**src/rtl/alu_seq_if.sv**
```systemverilog
// Operand/result handshake bundle for alu_seq: valid/ready in, valid/ready out.
// The ALU uses the slave modport; the producer/consumer side uses master.
interface alu_seq_if #(
    parameter int unsigned WIDTH = 4
);
    logic             in_valid;
    logic             in_ready;
    logic [WIDTH-1:0] x;
    logic [WIDTH-1:0] y;
    logic [2:0]       f;
    logic             out_valid;
    logic             out_ready;
    logic [WIDTH-1:0] xy;
    logic             c;
    logic             z;

    modport slave (
        input  in_valid, x, y, f, out_ready,
        output in_ready, out_valid, xy, c, z
    );

    modport master (
        output in_valid, x, y, f, out_ready,
        input  in_ready, out_valid, xy, c, z
    );
endinterface

```
**src/rtl/alu_seq.sv**
```systemverilog
// Handshaked X/Y/F ALU with registered result, carry/zero flags and shift-add multiplier.
// Optional saturation of ADD/SUB/MUL is enabled by defining ALU_SEQ_SAT_EN.
module alu_seq #(
    parameter int unsigned WIDTH = 4
) (
    input  logic       clk,
    input  logic       rst_n,
    alu_seq_if.slave   bus
);
    localparam int unsigned CW = $clog2(WIDTH + 1);

    localparam logic [1:0] IDLE = 2'd0;
    localparam logic [1:0] MUL  = 2'd1;
    localparam logic [1:0] DONE = 2'd2;

    localparam logic [2:0] OP_ADD  = 3'd0;
    localparam logic [2:0] OP_SUB  = 3'd1;
    localparam logic [2:0] OP_MUL2 = 3'd2;
    localparam logic [2:0] OP_MUL  = 3'd4;

    logic [1:0]         state_q, state_d;
    logic [WIDTH-1:0]   mcand_q, mcand_d;
    logic [2*WIDTH-1:0] acc_q, acc_d;
    logic [CW-1:0]      cnt_q, cnt_d;
    logic [WIDTH-1:0]   xy_q, xy_d;
    logic               c_q, c_d;
    logic               z_q, z_d;

    logic [WIDTH:0]     wide;
    logic [WIDTH-1:0]   alu_xy;
    logic               alu_c;
    logic [WIDTH-1:0]   addend;
    logic [WIDTH:0]     step_sum;
    logic [2*WIDTH-1:0] acc_step;
    logic [WIDTH-1:0]   mul_xy;
    logic               mul_c;

    // Single-cycle ops, evaluated straight off the bus in the accepting cycle.
    always_comb begin
        wide   = '0;
        alu_xy = '0;
        alu_c  = 1'b0;
        case (bus.f)
            OP_ADD: begin
                wide   = {1'b0, bus.x} + {1'b0, bus.y};
                alu_xy = wide[WIDTH-1:0];
                alu_c  = wide[WIDTH];
`ifdef ALU_SEQ_SAT_EN
                if (alu_c) alu_xy = '1;
`endif
            end
            OP_SUB: begin
                wide   = {1'b0, bus.x} - {1'b0, bus.y};
                alu_xy = wide[WIDTH-1:0];
                alu_c  = wide[WIDTH];
`ifdef ALU_SEQ_SAT_EN
                if (alu_c) alu_xy = '0;
`endif
            end
            OP_MUL2: begin
                alu_xy = {bus.x[WIDTH-2:0], 1'b0};
                alu_c  = bus.x[WIDTH-1];
            end
            default: begin
                alu_xy = '0;
                alu_c  = 1'b0;
            end
        endcase
    end

    // One shift-add step: multiplier sits in the low half and shifts out LSB first.
    always_comb begin
        addend   = acc_q[0] ? mcand_q : {WIDTH{1'b0}};
        step_sum = {1'b0, acc_q[2*WIDTH-1:WIDTH]} + {1'b0, addend};
        acc_step = {step_sum, acc_q[WIDTH-1:1]};
        mul_c    = |acc_step[2*WIDTH-1:WIDTH];
        mul_xy   = acc_step[WIDTH-1:0];
`ifdef ALU_SEQ_SAT_EN
        if (mul_c) mul_xy = '1;
`endif
    end

    always_comb begin
        state_d = state_q;
        mcand_d = mcand_q;
        acc_d   = acc_q;
        cnt_d   = cnt_q;
        xy_d    = xy_q;
        c_d     = c_q;
        z_d     = z_q;
        case (state_q)
            IDLE: begin
                if (bus.in_valid) begin
                    if (bus.f == OP_MUL) begin
                        mcand_d = bus.x;
                        acc_d   = {{WIDTH{1'b0}}, bus.y};
                        cnt_d   = CW'(WIDTH);
                        state_d = MUL;
                    end else begin
                        xy_d    = alu_xy;
                        c_d     = alu_c;
                        z_d     = (alu_xy == '0);
                        state_d = DONE;
                    end
                end
            end
            MUL: begin
                acc_d = acc_step;
                cnt_d = cnt_q - 1'b1;
                if (cnt_q == CW'(1)) begin
                    xy_d    = mul_xy;
                    c_d     = mul_c;
                    z_d     = (mul_xy == '0);
                    state_d = DONE;
                end
            end
            DONE: begin
                if (bus.out_ready) state_d = IDLE;
            end
            default: state_d = IDLE;
        endcase
    end

    always_ff @(posedge clk or negedge rst_n) begin
        if (!rst_n) begin
            state_q <= IDLE;
            mcand_q <= '0;
            acc_q   <= '0;
            cnt_q   <= '0;
            xy_q    <= '0;
            c_q     <= 1'b0;
            z_q     <= 1'b1;
        end else begin
            state_q <= state_d;
            mcand_q <= mcand_d;
            acc_q   <= acc_d;
            cnt_q   <= cnt_d;
            xy_q    <= xy_d;
            c_q     <= c_d;
            z_q     <= z_d;
        end
    end

    // Gate with rst_n so the block never advertises ready while held in reset.
    assign bus.in_ready  = (state_q == IDLE) && rst_n;
    assign bus.out_valid = (state_q == DONE);
    assign bus.xy        = xy_q;
    assign bus.c         = c_q;
    assign bus.z         = z_q;
endmodule

```
**src/flat_wrapper.sv**
```systemverilog
// flat-port wrapper written by rule: the top's interface ports become plain ports
module alu_seq_flat 
#(
    parameter int unsigned WIDTH = 4
)
  (clk, rst_n, bus_in_valid, bus_x, bus_y, bus_f, bus_out_ready, bus_in_ready, bus_out_valid, bus_xy, bus_c, bus_z);
  alu_seq_if #(.WIDTH(WIDTH)) bus_i ();
  input  logic clk;
  input  logic rst_n;
  input wire logic [$bits(bus_i.in_valid)-1:0] bus_in_valid;
  input wire logic [$bits(bus_i.x)-1:0] bus_x;
  input wire logic [$bits(bus_i.y)-1:0] bus_y;
  input wire logic [$bits(bus_i.f)-1:0] bus_f;
  input wire logic [$bits(bus_i.out_ready)-1:0] bus_out_ready;
  output wire logic [$bits(bus_i.in_ready)-1:0] bus_in_ready;
  output wire logic [$bits(bus_i.out_valid)-1:0] bus_out_valid;
  output wire logic [$bits(bus_i.xy)-1:0] bus_xy;
  output wire logic [$bits(bus_i.c)-1:0] bus_c;
  output wire logic [$bits(bus_i.z)-1:0] bus_z;
  assign bus_i.in_valid = bus_in_valid;
  assign bus_i.x = bus_x;
  assign bus_i.y = bus_y;
  assign bus_i.f = bus_f;
  assign bus_i.out_ready = bus_out_ready;
  assign bus_in_ready = bus_i.in_ready;
  assign bus_out_valid = bus_i.out_valid;
  assign bus_xy = bus_i.xy;
  assign bus_c = bus_i.c;
  assign bus_z = bus_i.z;
  alu_seq #(.WIDTH(WIDTH)) u_core (.clk(clk), .rst_n(rst_n), .bus(bus_i));
endmodule
```
**config.mk**
```make
export PLATFORM = sky130hd
export DESIGN_NAME = alu_seq_flat
export DESIGN_NICKNAME = d
export VERILOG_FILES = /design/src/rtl/alu_seq_if.sv /design/src/rtl/alu_seq.sv /design/src/flat_wrapper.sv
export SDC_FILE = /design/constraint.sdc
export NUM_CORES = 1
export LEC_CHECK = 0
export BUFFER_PORTS_ARGS = -buffer_cell sky130_fd_sc_hd__buf_2
export CORE_AREA = 5 5 64 66
export DETAILED_ROUTE_END_ITERATION = 10
export DIE_AREA = 0 0 69 71
export PLACE_DENSITY_LB_ADDON = 0.12
export SLEW_MARGIN = 40
export SYNTH_ARGS = -nofsm -noshare
export SYNTH_HDL_FRONTEND = slang
export SYNTH_SLANG_ARGS = --single-unit
```
**constraint.sdc**
```tcl
create_clock -name clk -period 2.39 [get_ports clk]
set_input_delay 0.239 -clock clk [delete_from_list [all_inputs] [get_ports clk]]
set_output_delay 0.239 -clock clk [all_outputs]
set_load 0.005 [all_outputs]
```
==> qor.csv <==
stage,metric,value,unit
run_status,outcome,"finished, final reports clean",
layout,layout cells sized above 1,22.1,%
placement,pre-CTS WS,-0.00364,ns
synth,Synth Register Bits,23,
power,Clock power frac,11.4,%
clock_tree,clock tree from TritonCTS,built,
layout,Final nets,241,
placement,port bufs,22,
critical_path,reg2reg start,u_core.mcand_q[0],
sta,final worst-path cycle share,96.4,%
power,P per Cell Area,847,nW/um^2
floorplan,core area,3520,um^2
routing,WL final,3840,um
placement,RePlAce Congestion,0.858,
global_route,largest net degree at the start of global routing,24,
clock_tree,Bufs on Longest Clock Path,2,
global_route,"Remaining Overflow, GRT",0,
clock_tree,"CTS clk-pin slew, worst paths",0.13,ns
layout,Area Overhead vs Synth,13.9,%
global_route,initial antenna violation count,0,
power,sequential share of power,42.9,%
placement,dpl hpwl,3050,um
floorplan,chip height,71,um
worst_hold_path,hold endpoint,u_core.state_q[1],
sta,minimum clock period,2.30,ns
sta,RSZ-0062 raised after global routing,yes,
critical_path,"Req. time, crit path",2.60,ns
placement,DP Area,1850,um^2
floorplan,Ports,23,
synth,number of synthesized flops with an enable pin,0,
power,Comb pwr share,45.7,%
critical_path,Max Fanout on Critical Path,2,
sta,Final Worst Setup Slack,0.0861,ns
sta,"Setup violations, final",0,
synth,asr flop ratio synth,100,%
synth,syn nets,212,
critical_path,Setup crit end kind,flop,
critical_path,flop2flop setup slack,0.09,ns
critical_path,Startpoint Class,flop,
global_route,Overall Global Routing Usage,16.4,%
clock_tree,Worst-Skew Late Latency,0.31,ns
worst_hold_path,Hold Path Cell Cnt,3,
synth,yosys warns,0,
critical_path,CP arrival,2.51,ns
worst_hold_path,HP Class,in -> reg,
layout,Antenna diodes,0,
power,Leak,0.912,nW
synth,"Cell Area, Synth",1680,um^2
synth,post-synthesis instance total,180,
synth,Post-Syn Area per Cell,9.31,um^2
routing,wire per inst,15.0,um
routing,via count,1386,
floorplan,Rows,22,
clock_tree,CTS Root Cell,clkbuf_4,
run,max-capacitance violation count,0,
global_route,first-pass GRT wire length,6640,um
critical_path,worst r2r dst,u_core.bus.c,
synth,"Top FF cell, synth",dfrtp_1,
routing,drt pass-1 iters,4,
power,internal power,1.01,mW
worst_hold_path,Hold Crit Start,bus_out_ready,
synth,Netlist cell types,47,
floorplan,DIE AREA,4900,um^2
clock_tree,H-tree lvl count,1,
sta,fmax,434,MHz
critical_path,Setup CP Type,reg -> reg,
clock_tree,Clock Sinks,23,
sta,clk_skew,0.00422,ns
critical_path,cells on worst reg2reg path,9,
floorplan,Die W,69,um
routing,DRC Markers,0,
sta,Hold Fails Final Rpt,0,
clock_tree,total CTS buffers,3,
sta,pins over their slew limit,0,
sta,Slew @ Worst Pin,0.427,ns
floorplan,initial core utilization,47.6,%
sta,Rel. slew slack,71.5,%
synth,post-synthesis sequential area ratio,34.4,%
routing,DRT antenna net count,0,
routing,drt initial violations,60,
routing,vias per cell,5.41,
power,Psw,0.604,mW
power,Max VDD drop,0.378,mV
global_route,number of global-route vias before repair,1428,
power,Net Sw Frac,37.3,%
layout,design area,1910,um^2
==> cell usage in the layout, fill, tap and decap left out, types with 2 or more instances in the layout <==
cell	count
o21ai_1	2
mux2_4	4
buf_4	9
nand2_1	11
dfrtp_1	22
or3b_1	2
a21oi_1	12
o211ai_1	3
xor2_1	2
nand2b_1	6
nor2_1	12
clkbuf_4	3
a32oi_1	2
o32a_1	2
inv_1	15
o21ai_0	9
nand3_1	7
o21a_1	4
a21o_1	3
nand3b_1	2
nor3b_1	2
ha_1	13
buf_2	22
and2_1	4
fa_1	2
a31oi_1	3
nor2b_1	5
==> synth_stat cells, drive strengths merged (2+ instances only) <==
cell,number,share of area (%)
or3b,3,1.6
a21oi,12,3.6
o211ai,3,1.3
nand3,7,2.1
nor2,13,3.9
nor2b,6,2.2
dfrtp,22,33
o32a,2,1.2
nand2,11,2.5
a32oi,2,1.0
ha,14,10
o21a,4,1.8
a21o,3,1.3
clkbuf,5,1.1
o21ai,11,3.3
inv,16,3.6
nand3b,2,0.90
fa,3,3.6
xor2,2,1.0
buf,3,1.9
nor3b,2,0.90
nand2b,6,2.2
and2,4,1.5
a31oi,3,1.1
mux2,4,3.6
==> metrics by stage <==
step                utilization, %  TNS [ns]  total power [mW]  instances  hold WS, ns
floorplan                        -         0              1.16        180      -0.0566
global placement              52.5         0              1.39        249        0.289
detailed placement            52.5  -0.00364              1.42        249        0.289
CTS                           54.0         0              1.62        256        0.179
global route                  54.2   -0.0107              1.76        256        0.172
finish                        54.2         0              1.62        256        0.186
==> power groups by stage <==
stage	registers, mW	clock network, mW	logic (mW)
2_1_floorplan	0.676	0	0.487
3_3_place_gp	0.695	0	0.690
3_5_place_dp	0.705	0	0.717
4_1_cts	0.695	0.191	0.737
5_1_grt	0.722	0.203	0.835
6_report	0.694	0.184	0.739
==> layer usage <==
metal | global-route usage (%) | part of all wire [%] | up-vias
met5 | 0 | 0 | -
met4 | 3.69 | 0.81 | 0
met3 | 2.84 | 3.9 | 4
met2 | 28.9 | 50 | 25
met1 | 20.9 | 45 | 664
li1 | - | - | 693
==> state kept, by name, indices dropped and copies added, names as in the netlist <==
| register | flops |
|---|---|
| u_core.state_q | 2 |
| u_core.bus.c | 1 |
| u_core.cnt_q | 3 |
| u_core.bus.z | 1 |
| u_core.acc_q | 8 |
| u_core.mcand_q | 4 |
| u_core.bus.xy | 4 |
==> worst max path at each step <==
stage / from / endpoint / slack, ns / depth (start not counted)
after floorplan: u_core.acc_q[0] / u_core.bus.c / 0.07 / 9
after global placement: u_core.mcand_q[0] / u_core.bus.c / 0.09 / 9
after detailed placement: u_core.mcand_q[0] / u_core.bus.c / -0.004 / 9
after CTS: u_core.mcand_q[0] / u_core.bus.c / 0.002 / 9
after global routing: u_core.mcand_q[0] / u_core.bus.c / -0.01 / 9
final: u_core.mcand_q[0] / u_core.bus.c / 0.09 / 9
==> timing repair <==
item	in CTS	in global routing
buffers inserted	2	0
setup endpoints to repair	1	1
endpoints found under the hold margin	22	0
hold buffers	1	0
resized for setup	0	4
==> critical path, stage by stage (launching register included) <==
cell and delay (ns):
dfrtp_1 0.36, and2_1 0.13, ha_2 0.18, inv_2 0.04
fa_2 0.34, nor2b_2 0.13, a22oi_1 0.09, or4b_1 0.46
a21o_1 0.18, o32a_1 0.28
==> area by class of cell <==
type | count | area [um^2]
clock buffers | 3 | 22.5
clock inverters | 1 | 5.00
fillers | 377 | 1610
inverters | 16 | 60.1
multi-input cells | 133 | 997
flip-flops and latches | 23 | 577
well taps | 48 | 60.1
repair buffers | 32 | 188
==> cells by family after synthesis <==
family,share of synthesized area (%)
buf+inv,6.57
xor+xnor,1.57
flops,34.4
mux,4.18
simple gates,21.2
compound gates,18.1
fa+ha+maj,14.0
Note: power is estimated with default switching activity, not from simulation.
